===== config.mk =====
export PLATFORM = sky130hd
export DESIGN_NAME = mem_stage
export DESIGN_NICKNAME = d
export VERILOG_FILES = /design/src/rtl/mem_pkg.sv /design/src/rtl/mem_stage_store_format.sv /design/src/rtl/mem_stage.sv
export SDC_FILE = /design/constraint.sdc
export NUM_CORES = 1
export LEC_CHECK = 0
export ABC_AREA = 1
export ABC_CLOCK_PERIOD_IN_PS = 5200
export BUFFER_PORTS_ARGS = -buffer_cell sky130_fd_sc_hd__clkbuf_2
export CAP_MARGIN = 10
export CORE_MARGIN = 1.5
export CORE_UTILIZATION = 25
export DETAILED_ROUTE_END_ITERATION = 6
export SLEW_MARGIN = 20
export SYNTH_ARGS = -nofsm -noshare
export SYNTH_HDL_FRONTEND = slang
export SYNTH_SLANG_ARGS = --single-unit
export TNS_END_PERCENT = 30

===== constraint.sdc =====
create_clock -name clk -period 5.2 [get_ports clk]
set_input_delay 1.04 -clock clk [delete_from_list [all_inputs] [get_ports clk]]
set_output_delay 1.04 -clock clk [all_outputs]
set_load 0.1 [all_outputs]

===== src/rtl/mem_pkg.sv =====
// Shared definitions for the memory-access stage: FSM state encoding,
// syscall codes and byte-enable constants.
package mem_pkg;

    typedef enum logic [1:0] {
        ST_IDLE = 2'd0,
        ST_BUSY = 2'd1,
        ST_DONE = 2'd2
    } state_t;

    localparam logic [31:0] SYS_PRINT_INT = 32'd1;
    localparam logic [31:0] SYS_EXIT      = 32'd10;
    localparam logic [3:0]  BE_WORD       = 4'b1111;

    // Single-byte lane enable selected by the low address bits
    function automatic logic [3:0] byte_lane(input logic [1:0] addr_lo);
        return 4'b0001 << addr_lo;
    endfunction

endpackage


===== src/rtl/mem_stage_store_format.sv =====
// store_format: combinational store-lane formatter. Word accesses (loads and
// store-word) use all four lanes; store-byte replicates the low data byte
// across the word and enables only the addressed lane.
module store_format
    import mem_pkg::*;
(
    input  logic [1:0]  i_addr_lo,
    input  logic        i_sb,
    input  logic [31:0] i_wdata,
    output logic [3:0]  o_be,
    output logic [31:0] o_wdata
);

    // Select lane enables and data replication for byte vs word stores
    always_comb begin
        o_be    = BE_WORD;
        o_wdata = i_wdata;
        if (i_sb) begin
            o_be    = byte_lane(i_addr_lo);
            o_wdata = {4{i_wdata[7:0]}};
        end
    end

endmodule


===== src/rtl/mem_stage.sv =====
// mem_stage: M stage of the 5-stage pipeline. Issues data-memory accesses on
// a req/ack bus, stalls upstream while an access is outstanding, loads the
// M->W register and retires print/halt syscalls.
// Optional build macro MEM_ALIGN_CHECK_EN: misaligned word accesses are
// dropped (no request, no stall, W bubble) and flagged on sticky align_err.
module mem_stage
    import mem_pkg::*;
#(
    parameter int unsigned TIMEOUT = 256,
    parameter int unsigned CNT_W   = 9
) (
    input  logic        clk,
    input  logic        rst_n,
    input  logic        RegWriteM,
    input  logic        MemtoRegM,
    input  logic        MemWriteM,
    input  logic        MemWriteSBM,
    input  logic [31:0] ALUOutM,
    input  logic [31:0] WriteDataM,
    input  logic [4:0]  WriteRegM,
    input  logic [31:0] PCPlus4M,
    input  logic        JalM,
    input  logic        sysM,
    input  logic [31:0] regvM,
    input  logic [31:0] regaM,
    output logic        StallM,
    output logic        mem_req,
    output logic        mem_we,
    output logic [31:0] mem_addr,
    output logic [31:0] mem_wdata,
    output logic [3:0]  mem_be,
    input  logic        mem_ack,
    input  logic [31:0] mem_rdata,
    output logic        RegWriteW,
    output logic        MemtoRegW,
    output logic        JalW,
    output logic [31:0] ReadDataW,
    output logic [31:0] ALUOutW,
    output logic [31:0] PCPlus4W,
    output logic [4:0]  WriteRegW,
    output logic        sys_valid,
    output logic [31:0] sys_code,
    output logic [31:0] sys_arg,
    output logic        halt,
`ifdef MEM_ALIGN_CHECK_EN
    output logic        align_err,
`endif
    output logic        bus_err
);

    state_t           r_state;
    logic [CNT_W-1:0] r_cnt;
    logic [31:0]      r_rdata;

    logic             w_memop;
    logic             w_misalign;
    logic             w_issue;
    logic             w_timeout;
    logic [3:0]       w_be;
    logic [31:0]      w_wdata;

    assign w_memop = MemtoRegM | MemWriteM | MemWriteSBM;

`ifdef MEM_ALIGN_CHECK_EN
    assign w_misalign = ~halt & (MemtoRegM | MemWriteM) & (|ALUOutM[1:0]);
`else
    assign w_misalign = 1'b0;
`endif

    // A halted core or a rejected misaligned access never reaches the bus
    assign w_issue   = w_memop & ~halt & ~w_misalign;
    assign w_timeout = (r_cnt == CNT_W'(TIMEOUT - 1));
    assign StallM    = ((r_state == ST_IDLE) & w_issue) | (r_state == ST_BUSY);

    store_format u_store_format (
        .i_addr_lo (ALUOutM[1:0]),
        .i_sb      (MemWriteSBM),
        .i_wdata   (WriteDataM),
        .o_be      (w_be),
        .o_wdata   (w_wdata)
    );

    // Access FSM: register bus fields on issue, hold them while BUSY, capture read data
    always_ff @(posedge clk or negedge rst_n) begin
        if (!rst_n) begin
            r_state   <= ST_IDLE;
            r_cnt     <= '0;
            r_rdata   <= '0;
            mem_req   <= 1'b0;
            mem_we    <= 1'b0;
            mem_addr  <= '0;
            mem_wdata <= '0;
            mem_be    <= '0;
            bus_err   <= 1'b0;
        end else begin
            case (r_state)
                ST_IDLE: begin
                    if (w_issue) begin
                        r_state   <= ST_BUSY;
                        r_cnt     <= '0;
                        mem_req   <= 1'b1;
                        mem_we    <= MemWriteM | MemWriteSBM;
                        mem_addr  <= {ALUOutM[31:2], 2'b00};
                        mem_wdata <= w_wdata;
                        mem_be    <= w_be;
                    end
                end
                ST_BUSY: begin
                    r_cnt <= r_cnt + 1'b1;
                    if (mem_ack) begin
                        r_state <= ST_DONE;
                        r_rdata <= mem_rdata;
                        mem_req <= 1'b0;
                        mem_we  <= 1'b0;
                    end else if (w_timeout) begin
                        r_state <= ST_DONE;
                        r_rdata <= '0;
                        mem_req <= 1'b0;
                        mem_we  <= 1'b0;
                        bus_err <= 1'b1;
                    end
                end
                ST_DONE: begin
                    r_state <= ST_IDLE;
                end
                default: begin
                    r_state <= ST_IDLE;
                end
            endcase
        end
    end

    // M->W pipeline register: bubble while stalled, otherwise load the M-stage instruction
    always_ff @(posedge clk or negedge rst_n) begin
        if (!rst_n) begin
            RegWriteW <= 1'b0;
            MemtoRegW <= 1'b0;
            JalW      <= 1'b0;
            ReadDataW <= '0;
            ALUOutW   <= '0;
            PCPlus4W  <= '0;
            WriteRegW <= '0;
        end else if (StallM) begin
            RegWriteW <= 1'b0;
        end else begin
            RegWriteW <= RegWriteM & ~halt & ~w_misalign;
            MemtoRegW <= MemtoRegM;
            JalW      <= JalM;
            ReadDataW <= r_rdata;
            ALUOutW   <= ALUOutM;
            PCPlus4W  <= PCPlus4M;
            WriteRegW <= WriteRegM;
        end
    end

    // Syscall retirement: one-cycle pulse when the stage advances; exit code sets sticky halt
    always_ff @(posedge clk or negedge rst_n) begin
        if (!rst_n) begin
            sys_valid <= 1'b0;
            sys_code  <= '0;
            sys_arg   <= '0;
            halt      <= 1'b0;
        end else begin
            sys_valid <= 1'b0;
            if (!StallM && sysM && !halt) begin
                sys_valid <= 1'b1;
                sys_code  <= regvM;
                sys_arg   <= regaM;
                if (regvM == SYS_EXIT) begin
                    halt <= 1'b1;
                end
            end
        end
    end

`ifdef MEM_ALIGN_CHECK_EN
    // Sticky flag for word accesses rejected because of a misaligned address
    always_ff @(posedge clk or negedge rst_n) begin
        if (!rst_n) begin
            align_err <= 1'b0;
        end else if (!StallM && w_misalign) begin
            align_err <= 1'b1;
        end
    end
`endif

endmodule

==> results of run 1 <==
sequential cells by signal, summed over array words and instances (netlist names):
name,flops
ReadDataW,32
mem_addr,30
JalW,1
sys_valid,1
r_state,2
WriteRegW,5
halt,1
bus_err,1
PCPlus4W,32
mem_we,1
sys_code,32
mem_be,4
MemtoRegW,1
mem_wdata,32
mem_req,1
ALUOutW,32
sys_arg,32
RegWriteW,1
r_rdata,32
r_cnt,9
logic make-up (layout without fill, tap and decap cells):
kind of cell               count (synthesis)  after routing
adders and majority gates                  2              2
buffers and inverters                    187            622
other                                      1              2
and+or+nand+nor                          619            619
AOI/OAI and AO/OA                        171            171
xor gates and xnor gates                   1              1
DFF                                      282            282
how the worst max path moves through the flow:
stage / from / to / slack, ps / cells after the start
final: MemWriteSBM / StallM / 1210 / 6
after global placement: MemWriteSBM / StallM / 1240 / 6
after CTS: MemWriteSBM / StallM / 1210 / 6
after global routing: MemWriteSBM / StallM / 1060 / 6
after detailed placement: MemWriteSBM / StallM / 1210 / 6
after floorplan: MemWriteSBM / StallM / 2000 / 7
routing by layer:
metal	up-vias	track usage, %	part of all wire (%)
li1	4838	-	-
met1	4743	18.79	43
met2	358	22.29	47
met3	63	4.379	7.6
met4	0	4.838	2.8
met5	-	0	0
per-stage QoR:
| stage | instances | utilization (%) |
|---|---|---|
| 6_report | 2291 | 34.16 |
| 3_5_place_dp | 2231 | 31.55 |
| 5_1_grt | 2291 | 34.16 |
| 4_1_cts | 2291 | 34.16 |
| 3_3_place_gp | 2231 | 31.55 |
| 2_1_floorplan | 1264 | - |
cells in the final DEF (no fill, tap or decap):
master,netlist,layout
nand2_1,482,482
clkbuf_2,0,444
dfrtp_1,282,282
o21ai_0,138,138
inv_1,100,99
nand4_1,65,65
nand3_1,39,39
clkbuf_16,0,35
nor2_1,26,26
o21ai_1,20,20
buf_4,9,11
clkbuf_8,0,9
clkbuf_1,35,8
a21oi_1,7,7
inv_2,5,6
bufinv_16,0,3
nor2_4,1,2
o31ai_1,2,2
o22ai_1,2,2
nor3_1,2,2
ha_1,2,2
conb_1,1,2
inv_6,0,2
clkinv_2,0,2
nand2_4,0,1
nand2_8,0,1
nand4_4,0,1
a21oi_4,0,1
a31o_2,1,1
xor2_1,1,1
inv_8,0,1
buf_8,0,1
buf_12,0,1
power groups by stage:
stage	Combinational [W]	Clock (W)	Sequential [W]
5_1_grt	0.000812	0.00264	0.00234
4_1_cts	0.000773	0.00254	0.00233
3_5_place_dp	0.000771	0	0.00237
2_1_floorplan	0.000109	0	0.00279
3_3_place_gp	0.000765	0	0.00237
6_report	0.000764	0.00245	0.00233
cell type report:
type / count / area (um2)
clock buffer: 52 / 1030
clock inverter: 8 / 128.9
fill: 4640 / 29310
inverter: 105 / 394.1
multi-input combinational: 795 / 3513
sequential: 282 / 7057
tap: 592 / 740.7
timing repair buffer: 457 / 2340
==> qor.yml, run 1 <==
synth_xor_xnor_area_share_pct: 0.07715
avgSynthCellArea_um2: 8.988
firstDrtPassIters: 4
synth_compound_area_share_pct: 7.671
synth-seq-cells: 282
power_w: 0.005551
routed_wl_um: 33910
syn_to_final_growth_pct: 33.92
hold_class: "flop to flop"
holdPathStages: 1
fin_ws_ps: 1209
gp_congestion: 0.8495
p_leak_nw: 8.296
num_vias: 10000
crit_arrival_ps: 2950
rr_endpoint: "r_rdata[30]"
synthMuxAreaShare_pct: 0
p_comb_share_pct: 13.8
ff2ff_setup_slack_ps: 2490
pwr-share-seq_pct: 42.0
yosys-top-cells-area: "dfrtp_1 (62%), nand2_1 (16%), o21ai_0 (6.1%)"
p_clk_share_pct: 44.2
ir_drop_v: 0.0002210
slowest_delay_ps: 560
synthAdderAreaFrac_pct: 0.2204
synth_ff_type: "dfrtp_1"
end_kind: "primary output"
worstPathRequired_ps: 4160
hpwlAfterDp_um: 23310
ys_warn_count: 0
netlist_area_um2: 11350
synthArstFlopShare_pct: 100.0
core_area_um2: 44510
cts_hold_buf: 0
fmax_mhz: 250.6
cts_resized: 0
overflow: 0
synth_top_family_by_area: "simple AND/OR/NAND/NOR gates"
yosysTopAreaCell: "dfrtp_1"
cts_tree: "done"
design_area_um2: 15200
ys_seq_area_share_pct: 62.16
antenna_found_initial: 0
sw_frac_of_total_pct: 28.96
pre_cts_ws_ps: 1214
critPathTopFamily: "buffers and inverters"
p_per_area_nw_per_um2: 365.1
ff2ff_path_depth: 9
maxSlewViolCount: 0
cp_num_buf_inv: 2
intPower_w: 0.003944
startpoint_type: "primary input"
io_buffer_count: 445
viasPerCell: 4.366
synth_edf_count: 0
fp.dieArea_um2: 46690
rsz0062_at_grt: "false"
cts_max_level: 2
fin_crit_sh_pct: 76.75
hold_start: "bus_err"
drc: 0
clockBufferDepth: 3
path_cells: "clkbuf_2 -> nor2_4 -> nand2_1 -> nand2_4 -> nand2_8 -> clkbuf_2"
finalSetupViolations: 0
antenna_cells: 0
finClkSkew_ps: 25.59
wire_per_inst_um: 14.80
synth_common_cells: "nand2_1 (482), dfrtp_1 (282), o21ai_0 (138), inv_1 (100), nand4_1 (65)"
synthCells: 1263
worstMarginPinSlew_ps: 1051
crit_path_frequent_cell: "clkbuf_2"
run_status: "finished, final reports clean"
die_w_um: 216.1
nNetsFinal: 1883
start_util_pct: 25.50
whs_ps: 468.3
cts_setup_buffers: 0
drt-initial-drc-count: 735
worst_path_max_delay_cell: "clkbuf_2"
cts.sinks: 282
finalCriticalPeriod_ps: 3991
crit_fanout: 85
maxCapViolations: 0
yosysTopAreaCellShare_pct: 62.16
grt_usage_pct: 14.29
yosysMostFrequentCell: "nand2_1"
cts_inserted_buffers: 34
die_y_um: 216.1
top_level_ports: 448
ant_nets: 0
synth_cell_type_count: 27
grt_pass1_wl_um: 53510
min_to: "bus_err"
critPathKind: "primary input to primary output"
grt_max_degree: 111
tns_ps: 0
cts-root-buf: "clkbuf_16"
drive_gt1_share_pct: 30.72
netSwitchingPower_w: 0.001607
place_area_um2: 14040
insertion_delay_ps: 530
rows: 77
grt_pass1_vias: 9726
synth_simple_gate_area_share_pct: 22.56
clkSlewWorstSetupHoldPaths_ps: 50
slew_headroom_pct: 29.83
final-hold-violation-count: 0
reg2reg_from: "r_cnt[0]"
(Power assumes the default switching activity.)
==> run 2: changes to the inputs <==
--- a/config.mk
+++ b/config.mk
@@ -5,8 +5,8 @@
 export SDC_FILE = /design/constraint.sdc
 export NUM_CORES = 1
 export LEC_CHECK = 0
-export ABC_AREA = 1
-export ABC_CLOCK_PERIOD_IN_PS = 5200
+export ABC_AREA = 0
+export ABC_CLOCK_PERIOD_IN_PS = 3300
 export BUFFER_PORTS_ARGS = -buffer_cell sky130_fd_sc_hd__clkbuf_2
 export CAP_MARGIN = 10
 export CORE_MARGIN = 1.5
==> constraint.sdc (replaced) <==
create_clock -name clk -period 3.3 [get_ports clk]
set_input_delay 0.66 -clock clk [delete_from_list [all_inputs] [get_ports clk]]
set_output_delay 0.66 -clock clk [all_outputs]
set_load 0.1 [all_outputs]
==> run 2 against run 1 <==
Against the previous run: non-clock buffer count increased by 3; critical path type is now flop to primary output; wire length decreased by 6.3%; first-iteration DRC count shrank 35%; highest routed layer unchanged; via count down 16%; utilization is 0.62 points higher.
==> qor.yml, run 2 <==
layout_commonest_cell: "clkbuf_2"
hpwlAfterDp_um: 22440  # -3.7%
fin_crit_sh_pct: 90.87
synthArstFlopShare_pct: 100.0  # unchanged
rows: 76  # -1.3%
wire_per_inst_um: 16.02  # +8.3%
finalCriticalPeriod_ps: 2999
top_level_ports: 448  # unchanged
gp_congestion: 0.8273  # -2.6%
netlist_area_um2: 11050  # -2.6%
synth-seq-cells: 282  # unchanged
synth_edf_count: 0  # unchanged
final_cell_mix: "clkbuf_2 (443), nand2_1 (314), dfrtp_1 (282)"
fp.dieArea_um2: 45480  # -2.6%
cts.sinks: 282  # unchanged
critPathKind: "flop to primary output"
busiest_layer: "met2"
die_y_um: 213.3  # -1.3%
grt_pass1_wl_um: 47760  # -11%
firstDrtPassIters: 5  # +1
yosysMostFrequentCell: "nand2_1"
synth_cell_type_count: 43  # +59%
core_area_um2: 43360  # -2.6%
yosys-top-cells-area: "dfrtp_1 (64%), nand2_1 (11%), mux2_4 (6.7%)"
cts_setup_buffers: 0  # unchanged
grt_util_met2_pct: 22.08  # -0.20 points
rr_endpoint: "sys_arg[11]"
startpoint_type: "flop"
grt_usage_pct: 13.52  # -0.77 points
yosysTopAreaCell: "dfrtp_1"
crit_arrival_ps: 2340  # -610 ps
grt_pass1_vias: 8512  # -12%
drt-initial-drc-count: 478  # -35%
final-hold-violation-count: 0  # unchanged
clockBufferDepth: 3  # unchanged
crit_fanout: 52  # -39%
run_status: "finished, final reports clean"
synth_common_cells: "nand2_1 (314), dfrtp_1 (282), mux2_2 (53), mux2_4 (49), a22o_1 (33)"
worstMarginPinSlew_ps: 1097  # +46.13 ps
yosysTopAreaCellShare_pct: 63.84  # +1.7 points
finClkSkew_ps: 5.690  # -19.90 ps
synthCells: 934  # -26%
io_buffer_count: 445  # unchanged
cts_resized: 0  # unchanged
hold_class: "primary input to asynchronous set/reset pin"
tns_ps: 0  # unchanged
reg2reg_from: "r_state[0]"
viasPerCell: 4.261  # -2.4%
maxSlewViolCount: 0  # unchanged
overflow: 0  # unchanged
grt_util_met3_pct: 3.236  # -1.1 points
ff2ff_setup_slack_ps: 740  # -1750 ps
synth_ff_type: "dfrtp_1"
maxCapViolations: 0  # unchanged
ys_warn_count: 0  # unchanged
drive_gt1_share_pct: 44.38  # +14 points
avgSynthCellArea_um2: 11.83  # +32%
cts_hold_buf: 0  # unchanged
finalSetupViolations: 0  # unchanged
end_kind: "primary output"
routed_wl_um: 31780  # -6.3%
cts_inserted_buffers: 34  # unchanged
nNetsFinal: 1582  # -16%
ff2ff_path_depth: 5  # -4
cts_tree: "done"
die_w_um: 213.3  # -1.3%
ys_seq_area_share_pct: 63.84  # +1.7 points
ant_nets: 0  # unchanged
rsz0062_at_grt: "false"
startpoint: "r_state[0]"
antenna_found_initial: 1  # +1
drc: 0  # unchanged
slew_headroom_pct: 26.84  # -3.0 points
use_met1_pct: 16.84  # -1.9 points
syn_to_final_growth_pct: 36.44
grt_max_degree: 98  # -12%
worstPathRequired_ps: 2640  # -1520 ps
start_util_pct: 25.49  # about the same
num_vias: 8449  # -16%
insertion_delay_ps: 520  # about the same
cts_max_level: 2  # unchanged
fmax_mhz: 333.5
clkSlewWorstSetupHoldPaths_ps: 60  # about the same
cts-root-buf: "clkbuf_16"
## run 2: cell types whose count changed after synthesis, moves of 33 or more
cell,previous run,this run
nand2_1,482,314
nand4_1,65,5
mux2_4,0,49
mux2_2,0,53
a22o_1,0,33
inv_1,100,4
o21ai_0,138,9
nand3_1,39,2
## run 2: cell type report
cell class | instances | area (um2)
timing repair buffer | 460 | 2427
clock inverter | 5 | 52.55
clock buffer | 54 | 1080
sequential | 282 | 7057
tap | 585 | 732.0
fill | 4416 | 28280
multi-input combinational | 591 | 3709
antenna | 1 | 2.502
inverter | 5 | 21.27
## run 2: metal layers
metal	share of wire, %	routed length (um)	vias up
li1	-	-	3981
met1	42	13280	4142
met2	48	15400	264
met3	6.3	2012	62
met4	3.4	1083	0
met5	0	0	-
## run 2: worst max-delay path by stage
| stage | to | slack (ps) | cells after the start |
|---|---|---|---|
| after detailed placement | StallM | 350 | 5 |
| after CTS | StallM | 40 | 4 |
| after floorplan | StallM | 280 | 3 |
| after global routing | StallM | 140 | 4 |
| after global placement | StallM | 380 | 5 |
| final | StallM | 300 | 4 |
## run 2: critical path, cell delays in order, from the launching register on
cell and delay, ps:
dfrtp_1 460, nor4_2 470, a211o_4 310, inv_4 260, buf_12 270
## run 2: stage by stage
stage / utilization, % / worst slack (ps) / std cells / instance area [um2] / hold slack (ps)
global route: 34.77 / 138.1 / 1982 / 15080 / 179.2
detailed placement: 32.15 / 351.8 / 1923 / 13940 / 451.5
global placement: 32.15 / 379.4 / 1923 / 13940 / 446.2
CTS: 34.76 / 41.72 / 1982 / 15070 / 156.4
finish: 34.78 / 301.4 / 1983 / 15080 / 143.6
floorplan: - / 282.4 / 935 / 11060 / 364.4
## run 2: cells by family after synthesis
logic type      share of synthesized area, %
other cells                          0.03393
mux                                    14.23
simple gates                           13.48
buf+inv                                2.875
xor+xnor                              0.1585
compound gates                         5.151
flops                                  63.84
fa+ha+maj                             0.2264
Power of run 2 is left out: the tool's default activity adds up to more than one toggle a clock period on the data nets, which glitch-free logic cannot reach.
